`config.mk`:
```
export PLATFORM = sky130hd
export DESIGN_NAME = sfp_telemetry_framer
export DESIGN_NICKNAME = d
export VERILOG_FILES = /design/src/rtl/sfp_frame_pkg.sv /design/src/rtl/sfp_tick_gen.sv /design/src/rtl/sfp_telemetry_framer.sv
export SDC_FILE = /design/constraint.sdc
export NUM_CORES = 1
export LEC_CHECK = 0
export BUFFER_PORTS_ARGS = -buffer_cell sky130_fd_sc_hd__buf_2
export CAP_MARGIN = 30
export CELL_PAD_IN_SITES_DETAIL_PLACEMENT = 1
export CELL_PAD_IN_SITES_GLOBAL_PLACEMENT = 1
export CORE_MARGIN = 10
export CORE_UTILIZATION = 36
export CTS_BUF_LIST = sky130_fd_sc_hd__clkbuf_8 sky130_fd_sc_hd__clkbuf_16
export CTS_CLUSTER_SIZE = 16
export DETAILED_ROUTE_END_ITERATION = 8
export GPL_ROUTABILITY_DRIVEN = 0
export GPL_TIMING_DRIVEN = 0
export HOLD_SLACK_MARGIN = 0.06
export PLACE_DENSITY_LB_ADDON = 0.1
export SETUP_SLACK_MARGIN = 0.02
export SLEW_MARGIN = 20
export SYNTH_ARGS = -nofsm -noshare
export SYNTH_HDL_FRONTEND = slang
export SYNTH_SLANG_ARGS = --single-unit
```
`constraint.sdc`:
```
create_clock -name i_clk -period 2.05 [get_ports i_clk]
set_input_delay 0.205 -clock i_clk [delete_from_list [all_inputs] [get_ports i_clk]]
set_output_delay 0.205 -clock i_clk [all_outputs]
set_load 0.05 [all_outputs]
```
`src/rtl/sfp_frame_pkg.sv`:
```
// sfp_frame_pkg: shared constants, FSM state type and beat-count helper
// for the SFP telemetry framer.
package sfp_frame_pkg;

  localparam logic [7:0]  SFP_SYNC      = 8'hA5;
  localparam logic [31:0] SFP_TRL_MAGIC = 32'h5A5A5A5A;

  typedef enum logic [1:0] {
    IDLE = 2'd0,
    HDR  = 2'd1,
    PAY  = 2'd2,
    TRL  = 2'd3
  } state_e;

  // Two 32-bit channels per payload beat, rounded up.
  function automatic int nb_beats(input int num_ch);
    return (num_ch + 1) / 2;
  endfunction

endpackage

```
`src/rtl/sfp_tick_gen.sv`:
```
// sfp_tick_gen: free-running period counter that emits a one-cycle tick
// every PERIOD_CYC enabled cycles. PERIOD_CYC=0 ties the tick low.
module sfp_tick_gen #(
  parameter int PERIOD_CYC = 0
) (
  input  logic i_clk,
  input  logic i_rst,
  input  logic i_en,
  output logic o_tick
);

  if (PERIOD_CYC == 0) begin : g_off
    logic unused_tick_inputs;
    assign unused_tick_inputs = ^{i_clk, i_rst, i_en};
    assign o_tick = 1'b0;
  end else begin : g_cnt
    localparam int CW = (PERIOD_CYC > 1) ? $clog2(PERIOD_CYC) : 1;
    localparam logic [CW-1:0] LAST = CW'(PERIOD_CYC - 1);

    logic [CW-1:0] cnt_q;
    logic [CW-1:0] cnt_d;

    // Advance while enabled, wrapping to zero on the cycle that ticks.
    always_comb begin
      cnt_d = cnt_q;
      if (i_en) begin
        if (cnt_q == LAST) cnt_d = '0;
        else               cnt_d = cnt_q + CW'(1);
      end
    end

    // Counter register with synchronous reset.
    always_ff @(posedge i_clk) begin
      if (i_rst) cnt_q <= '0;
      else       cnt_q <= cnt_d;
    end

    assign o_tick = i_en && (cnt_q == LAST);
  end

endmodule

```
`src/rtl/sfp_telemetry_framer.sv`:
```
// sfp_telemetry_framer: snapshots NUM_CH 32-bit telemetry channels on a
// trigger and sends them as one AXI4-Stream frame (header, payload,
// checksum trailer) toward the SFP TX FIFO.
// Optional statistics ports (o_drop_cnt, o_frame_cnt) are built only when
// the macro SFP_FRAMER_STATS_EN is defined.
module sfp_telemetry_framer
  import sfp_frame_pkg::*;
#(
  parameter int NUM_CH     = 9,
  parameter int PERIOD_CYC = 0,
  parameter int SEQ_W      = 32
) (
  input  logic                  i_clk,
  input  logic                  i_rst,
  input  logic                  i_en,
  input  logic                  i_trig,
  input  logic [1:0]            i_sfp_id,
  input  logic [NUM_CH*32-1:0]  i_ch_data,
  output logic [63:0]           o_tdata,
  output logic                  o_tvalid,
  input  logic                  i_tready,
  output logic                  o_tlast,
  output logic                  o_busy,
  output logic [SEQ_W-1:0]      o_seq
`ifdef SFP_FRAMER_STATS_EN
  ,
  output logic [15:0]           o_drop_cnt,
  output logic [31:0]           o_frame_cnt
`endif
);

  localparam int NB  = nb_beats(NUM_CH);
  localparam int CHW = NUM_CH * 32;

  state_e             state_q, state_d;
  logic               pend_q, pend_d;
  logic [7:0]         beat_q, beat_d;
  logic [CHW-1:0]     snap_q, snap_d;
  logic [1:0]         id_q, id_d;
  logic [SEQ_W-1:0]   sseq_q, sseq_d;
  logic [SEQ_W-1:0]   seq_q, seq_d;

  logic               tick;
  logic               trig;
  logic               accept;
  logic               drop_evt;
  logic               trl_done;

  logic [63:0]        hdr_w;
  logic [63:0]        pay_w;
  logic [31:0]        csum_w;
  logic [NB*64-1:0]   pad_w;

  sfp_tick_gen #(
    .PERIOD_CYC (PERIOD_CYC)
  ) u_tick (
    .i_clk  (i_clk),
    .i_rst  (i_rst),
    .i_en   (i_en),
    .o_tick (tick)
  );

  assign trig     = (i_trig | tick) & i_en;
  assign accept   = o_tvalid & i_tready;
  assign drop_evt = (state_q != IDLE) && trig && pend_q;
  assign trl_done = (state_q == TRL) && accept;

  // Frame sequencing, snapshot capture and the one-deep pending request.
  always_comb begin
    state_d = state_q;
    pend_d  = pend_q;
    beat_d  = beat_q;
    snap_d  = snap_q;
    id_d    = id_q;
    sseq_d  = sseq_q;
    seq_d   = seq_q;
    case (state_q)
      IDLE: begin
        if (!i_en) begin
          pend_d = 1'b0;
        end else if (trig || pend_q) begin
          snap_d  = i_ch_data;
          id_d    = i_sfp_id;
          sseq_d  = seq_q;
          pend_d  = 1'b0;
          beat_d  = '0;
          state_d = HDR;
        end
      end
      HDR: begin
        if (accept) state_d = PAY;
      end
      PAY: begin
        if (accept) begin
          if (beat_q == 8'(NB - 1)) state_d = TRL;
          else                      beat_d  = beat_q + 8'd1;
        end
      end
      TRL: begin
        if (accept) begin
          seq_d   = seq_q + SEQ_W'(1);
          state_d = IDLE;
        end
      end
      default: state_d = IDLE;
    endcase
    if (state_q != IDLE) begin
      if (!i_en)     pend_d = 1'b0;
      else if (trig) pend_d = 1'b1;
    end
  end

  // Beat contents are derived from the frozen snapshot only.
  always_comb begin
    hdr_w              = '0;
    hdr_w[63:56]       = SFP_SYNC;
    hdr_w[55:48]       = 8'(NUM_CH);
    hdr_w[47:46]       = id_q;
    hdr_w[SEQ_W-1:0]   = sseq_q;
    pad_w              = '0;
    pad_w[CHW-1:0]     = snap_q;
    pay_w              = '0;
    for (int k = 0; k < NB; k++) begin
      if (beat_q == 8'(k)) begin
        pay_w[63:32] = pad_w[64*k +: 32];
        pay_w[31:0]  = pad_w[64*k+32 +: 32];
      end
    end
    csum_w = hdr_w[63:32] ^ hdr_w[31:0];
    for (int k = 0; k < NUM_CH; k++) begin
      csum_w = csum_w ^ snap_q[32*k +: 32];
    end
  end

  // Select the beat presented on the stream for the current state.
  always_comb begin
    o_tdata = '0;
    case (state_q)
      HDR:     o_tdata = hdr_w;
      PAY:     o_tdata = pay_w;
      TRL:     o_tdata = {SFP_TRL_MAGIC, csum_w};
      default: o_tdata = '0;
    endcase
  end

  assign o_tvalid = (state_q != IDLE);
  assign o_tlast  = (state_q == TRL);
  assign o_busy   = (state_q != IDLE);
  assign o_seq    = seq_q;

  // Framer state registers with synchronous reset.
  always_ff @(posedge i_clk) begin
    if (i_rst) begin
      state_q <= IDLE;
      pend_q  <= 1'b0;
      beat_q  <= '0;
      snap_q  <= '0;
      id_q    <= '0;
      sseq_q  <= '0;
      seq_q   <= '0;
    end else begin
      state_q <= state_d;
      pend_q  <= pend_d;
      beat_q  <= beat_d;
      snap_q  <= snap_d;
      id_q    <= id_d;
      sseq_q  <= sseq_d;
      seq_q   <= seq_d;
    end
  end

`ifdef SFP_FRAMER_STATS_EN
  logic [15:0] drop_q, drop_d;
  logic [31:0] fcnt_q, fcnt_d;

  // Saturating dropped-trigger count and wrapping completed-frame count.
  always_comb begin
    drop_d = drop_q;
    fcnt_d = fcnt_q;
    if (drop_evt && (drop_q != 16'hFFFF)) drop_d = drop_q + 16'd1;
    if (trl_done)                         fcnt_d = fcnt_q + 32'd1;
  end

  // Statistics registers with synchronous reset.
  always_ff @(posedge i_clk) begin
    if (i_rst) begin
      drop_q <= '0;
      fcnt_q <= '0;
    end else begin
      drop_q <= drop_d;
      fcnt_q <= fcnt_d;
    end
  end

  assign o_drop_cnt  = drop_q;
  assign o_frame_cnt = fcnt_q;
`else
  logic unused_stats;
  assign unused_stats = drop_evt ^ trl_done;
`endif

endmodule

```
==> results of run 1 <==
[metrics by stage]
stage	total power, mW	worst slack (ps)	utilization [%]
floorplan	15.1	-47.4	-
global placement	18.1	-974	43.5
detailed placement	18.3	-925	43.5
CTS	28.0	-854	56.0
global route	30.3	-926	57.7
finish	29.4	-891	57.7
[layer usage]
layer  GRT usage, %  wire length [um]
met5              0                12
met4           22.6              8670
met3           6.82              9350
met2           58.7             53400
met1           41.2             42600
[report_power, final]
group | internal, mW | switching (mW)
clock | 4.65 | 3.17
combinational | 5.01 | 7.44
sequential | 7.81 | 1.34
[registers in the layout, indices dropped and copies added, names as in the netlist]
| signal | cells |
|---|---|
| sseq_q | 32 |
| id_q | 2 |
| beat_q | 8 |
| state_q | 2 |
| o_seq | 32 |
| snap_q | 288 |
| pend_q | 1 |
[repair_timing]
action                                  in CTS  in global routing
gates cloned                                 4                  3
endpoints found under the setup margin     425                422
hold endpoints to repair                   290                  0
setup buffers                               24                 28
resized for setup                          501                198
pin swaps                                  129                 61
hold buffers                               290                  0
[worst min-delay path: stages]
cell and delay, ps:
buf_2 130, o21ai_0 230, nor3_1 70
[cell type report]
class,count,share of cell area (%)
inverters,11,0.203
repair buffers,740,20.0
multi-input cells,1898,42.4
clock inverters,21,0.672
clock buffers,53,4.10
plain buffers,182,4.94
diodes,9,0.0761
well taps,680,2.88
flip-flops and latches,365,24.7
[logic make-up (layout without fill, tap and decap cells)]
logic type | after synthesis | after routing | synth area share (%)
simple gates | 949 | 949 | 20.8
flops | 365 | 365 | 39.2
mux | 12 | 12 | 0.644
xor+xnor | 326 | 326 | 15.3
fa+ha+maj | 9 | 9 | 0.604
other cells | 0 | 9 | 0
compound gates | 602 | 602 | 19.0
buf+inv | 199 | 1007 | 4.46
[worst max path at each step]
stage                     startpoint     endpoint  slack [ps]  depth (start not counted)
after floorplan           state_q[1]   sseq_q[11]         -50                          9
after global placement     beat_q[1]  o_tdata[48]        -970                         10
after detailed placement   beat_q[1]  o_tdata[46]        -920                          9
after CTS                  beat_q[1]  o_tdata[51]        -850                         10
after global routing       beat_q[0]  o_tdata[52]        -930                          8
final                      beat_q[0]  o_tdata[36]        -890                          9
[cells in the final DEF (no fill, tap or decap), types with 7 or more instances in the layout]
cell	instances
mux2i_1	11
inv_1	14
dlygate4sd3_1	290
buf_6	79
nor2_1	45
diode_2	9
o21ai_2	32
buf_2	337
a221oi_2	27
a22o_2	7
o31ai_4	10
o21ai_1	15
o21ai_0	38
clkbuf_2	29
o22ai_4	35
a211oi_2	20
nor2b_1	53
and3_1	7
nor2_4	20
o31ai_2	7
nand4_1	12
a32oi_2	30
clkbuf_8	24
buf_8	20
nand3_1	15
clkbuf_16	50
clkbuf_1	59
xnor2_1	292
xor2_1	33
clkinv_2	8
dfxtp_1	361
clkbuf_4	16
a21oi_2	11
buf_12	17
a211oi_4	12
nand2_1	766
a21oi_1	325
buf_4	53
a221oi_4	9
==> flow_metrics.py, run 1 <==
metrics = {
    "run_status": {
        "status": "finished with violations",
        "violations": "setup timing",
    },
    "job": {
        "cap_viol_max_count": 0,
    },
    "setup_path": {
        "worstPathCellList": "buf_6, ha_4, nor2b_4, buf_4, a221oi_2, o31ai_2, a221oi_2, nor2_4, buf_4",
        "arrival_ps": 2740,
        "path_buf_inv": 3,
        "regToRegSetupSlack_ps": -280,
        "critPathMaxStageDelay_ps": 360,
        "end_kind": "output port",
        "critPathLaunchType": "flip-flop",
        "cp_top_family": "buffers and inverters",
        "rr_worst_depth": 9,
        "crit_required_ps": 1850,
        "crit_type": "flip-flop to output port",
        "r2r-end": "snap_q[226]",
        "r2r_start": "state_q[0]",
        "slowest_stage": "dfxtp_4",
        "crit_fanout": 6,
    },
    "logic_synthesis": {
        "yosys_warnings": 0,
        "synth_top_cell_by_area": "dfxtp_1",
        "synth_nets": 2766,
        "syn_avg_cell_area_sq_um": 7.58,
        "synth.most_common_cell": "nand2_1",
        "synthTopCellsByCount": "771 x nand2_1, 365 x dfxtp_1, 337 x a21oi_1",
        "ys_ff_latch": 365,
        "synth_top_area_share_pct": 39.2,
        "seq_area_frac_synth_pct": 39.2,
        "synth_area_sq_mm": 0.0187,
        "async_reset_ff_share_pct": 0,
        "synth.area.top_cells": "dfxtp_1 39%, nand2_1 16%, xnor2_1 14%, a21oi_1 9.0%, clkbuf_1 2.7%",
        "synth_flop_cell": "dfxtp_1",
        "synth_cell_type_count": 45,
        "synth_edf_count": 0,
        "syn_inst": 2462,
    },
    "hold_path": {
        "hold_class": "input pin to flip-flop",
        "hold_depth": 3,
        "min_to": "pend_q",
        "hp-start": "i_en",
    },
    "pwr": {
        "p_leak_nw": 10.9,
        "powerDensity_mw_per_mm2": 994,
        "peakVddDrop_v": 0.000562,
    },
    "clock_tree": {
        "path_clk_slew_ps": 60,
        "cts_root_buf": "clkbuf_16",
        "cts_tree": "done",
        "cts_buffer_depth": 3,
        "clk_latency_ps": 600,
        "clkSinkCount": 365,
        "htree_num_levels": 2,
        "cts-buffers-inserted": 41,
    },
    "sta": {
        "max_slew_margin_pct": 38.4,
        "hold_violations": 0,
        "fin_worst_skew_ps": 16.2,
        "timing_max_transition_violations_final": 0,
        "rsz0062_at_grt": "true",
        "setup_tns_ps": -75270,
        "max_clock_freq_ghz": 0.340,
        "whs_ps": 117,
        "final.min_clock_period_ps": 2940,
        "finalSetupViolCount": 315,
        "finalWorstSetupSlack_ps": -891,
        "fin_crit_sh_pct": 143,
        "tightestPinTransition_ps": 924,
    },
    "die": {
        "io_pins": 394,
        "die_height_um": 248,
        "std_cell_rows": 83,
        "die_area_sq_mm": 0.0613,
        "fp.dieW_um": 248,
        "start_util_pct": 36.4,
        "fp.coreArea_sq_mm": 0.0513,
    },
    "global_route": {
        "grt_pass1_wl_um": 159000,
        "grt_max_degree": 14,
        "grt_use_total_pct": 35.3,
        "grt_pass1_vias": 23826,
        "grt.overflow.total": 0,
        "grt_antenna_before_repair": 10,
    },
    "final_layout": {
        "syn_to_final_growth_pct": 58.6,
        "fin_nets": 3543,
        "nFillCells": 6026,
        "layout.cells.non_filler": 3959,
        "layout-drive-gt1-share_pct": 27.8,
        "design_area_sq_mm": 0.0296,
        "regArea_sq_mm": 0.00732,
        "multi_input_area_sq_mm": 0.0125,
    },
    "place": {
        "dpl.hpwl_um": 82800,
        "io_buffers": 392,
        "post-place-cells": 3535,
        "dpl_cell_area_sq_mm": 0.0223,
    },
    "routing": {
        "first_iter_violations": 2052,
        "vias": 22794,
        "wl_per_cell_um": 28.8,
        "routed_via_density": 5.76,
        "drt_wl_total_um": 114000,
        "drt-pass1-iter-count": 5,
        "ant_nets": 0,
        "post-route-drc-count": 0,
    },
}
Note: power is estimated with default switching activity, not from simulation.
==> inputs of run 2 (changes only) <==
==> constraint.sdc (replaced) <==
create_clock -name i_clk -period 2.05 [get_ports i_clk]
set_input_delay 0.1025 -clock i_clk [delete_from_list [all_inputs] [get_ports i_clk]]
set_output_delay 0.1025 -clock i_clk [all_outputs]
set_load 0.05 [all_outputs]
==> flow_metrics.py, run 2 (synthesized netlist as in run 1, its figures left out) <==
metrics = {
    "run_status": {
        "violations": "setup timing",
        "status": "finished with violations",
    },
    "pwr": {
        "powerDensity_mw_per_mm2": 994,
        "pwr-share-clk_pct": 25.4,
        "pwr-share-seq_pct": 28.6,
        "p_leak_nw": 12.4,
        "switching_share_pct": 42.6,
        "intPower_mw": 18.7,
        "switchingPower_mw": 13.9,
        "peakVddDrop_v": 0.000604,
        "combPwrFrac_pct": 46.0,
    },
    "global_route": {
        "grt_max_degree": 14,
        "grt_use_total_pct": 38.1,
        "grt_pass1_vias": 25196,
        "grt_antenna_before_repair": 7,
        "grt.overflow.total": 0,
        "grt_pass1_wl_um": 171000,
    },
    "setup_path": {
        "cp_top_family": "XOR/XNOR gates",
        "slowest_stage": "xnor2_1",
        "crit_fanout": 3,
        "arrival_ps": 3050,
        "path_buf_inv": 1,
        "end_kind": "output port",
        "crit_type": "flip-flop to output port",
        "critPathLaunchType": "flip-flop",
        "critPathMaxStageDelay_ps": 770,
        "worstPathCellList": "xnor2_1, xnor2_1, xnor2_1, xnor2_1, o22ai_4, buf_6",
        "crit_required_ps": 1950,
        "critPathMostFrequentCell": "xnor2_1",
    },
    "routing": {
        "drt_wl_total_um": 136000,
        "vias": 24613,
        "wl_per_cell_um": 34.0,
        "first_iter_violations": 2699,
        "post-route-drc-count": 0,
        "routed_via_density": 6.16,
        "ant_nets": 0,
        "drt-pass1-iter-count": 6,
    },
    "hold_path": {
        "hold_class": "input pin to flip-flop",
    },
    "clock_tree": {
        "cts-buffers-inserted": 41,
        "clk_latency_ps": 610,
        "cts_root_buf": "clkbuf_16",
        "cts_buffer_depth": 3,
        "htree_num_levels": 2,
        "cts_tree": "done",
        "path_clk_slew_ps": 60,
        "clkSinkCount": 365,
    },
    "sta": {
        "fin_crit_sh_pct": 154,
        "max_slew_margin_pct": 31.0,
        "tightestPinTransition_ps": 1030,
        "hold_violations": 0,
        "finalWorstSetupSlack_ps": -1110,
        "whs_ps": 160,
        "timing_max_transition_violations_final": 0,
        "rsz0062_at_grt": "true",
        "max_clock_freq_ghz": 0.317,
        "fin_worst_skew_ps": 24.2,
        "final.min_clock_period_ps": 3160,
        "finalSetupViolCount": 416,
    },
    "die": {
        "std_cell_rows": 83,
        "fp.dieW_um": 248,
        "fp.coreArea_sq_mm": 0.0513,
        "io_pins": 394,
        "die_area_sq_mm": 0.0613,
        "die_height_um": 248,
        "start_util_pct": 36.4,
    },
    "final_layout": {
        "fin_nets": 3582,
        "layout_commonest_cell": "nand2_1",
        "final_util_pct": 63.8,
        "mostFrequentLayoutCells": "639 x nand2_1, 360 x dfxtp_1, 330 x buf_2",
        "syn_to_final_growth_pct": 75.5,
        "regMostFlops": "snap_q",
        "layout-drive-gt1-share_pct": 37.3,
        "largest_reg_flops": 288,
    },
    "place": {
        "dp_slack_ps": -1030,
        "io_buffers": 392,
        "dpl.hpwl_um": 82500,
    },
    "job": {
        "cap_viol_max_count": 0,
    },
}
-- run 2: changes by cell type in the layout (fill, tap and decap cells not counted), sizes merged --
| cell | delta |
|---|---|
| clkbuf | -13 |
| diode | -3 |
| buf | +48 |
| bufinv | +3 |
| clkinv | -1 |
| clkinvlp | +1 |
| dlygate4sd3 | +2 |
-- run 2: metal layers --
layer | share of wire (%) | track usage [%]
met3 | 11 | 8.31
met4 | 9.7 | 26.4
met5 | 0.018 | 0
met1 | 34 | 43.1
met2 | 45 | 63.3
-- run 2: what timing repair did --
action / CTS / global route
cloned: 18 / 10
hold endpoints to repair: 294 / 0
gates resized for setup: 897 / 456
setup endpoints to repair: 425 / 418
pin swaps: 239 / 223
hold buffers: 292 / 0
setup buffers: 35 / 45
-- run 2: layout make-up --
class,instances,area [sq um]
Clock inverter,24,290
Tap cell,680,851
Antenna cell,6,15.0
Multi-Input combinational cell,1898,14600
Inverter,11,62.6
Buffer,179,1690
Timing Repair Buffer,782,6690
Sequential cell,365,7320
Clock buffer,51,1190
Fill cell,5642,18600
-- run 2: worst paths after layout --
path / startpoint / endpoint / slack (ps) / depth (start not counted)
max: snap_q[162] / o_tdata[2] / -1110 / 6
min: i_trig / pend_q / 160 / 3
max reg2reg: state_q[0] / snap_q[219] / -540 / 9
min reg2reg: snap_q[236] / snap_q[236] / 490 / 2
-- run 2: power by group through the flow --
stage,Sequential [mW],Clock (mW),Combinational [mW]
after detailed placement,9.10,0,9.02
after floorplan,8.46,0,6.46
final,9.30,8.27,15.0
after CTS,9.04,8.15,12.4
after global placement,9.07,0,8.79
after global routing,9.22,8.51,15.3
-- run 2: tightest hold or removal path, delay by kind of cell --
| kind | cells | cell delay [ps] |
|---|---|---|
| compound gates | 1 | 270 |
| simple gates | 1 | 200 |
| buf+inv | 1 | 130 |
-- run 2: through the flow --
stage	setup TNS, ps	instances	area (sq um)	power (mW)
after detailed placement	-210670	3534	22200	18.1
after global routing	-162020	3994	32700	33.0
after global placement	-185450	3534	22200	17.9
after floorplan	-1410	2462	19400	14.9
final	-148680	3996	32700	32.6
after CTS	-73520	3951	30700	29.6
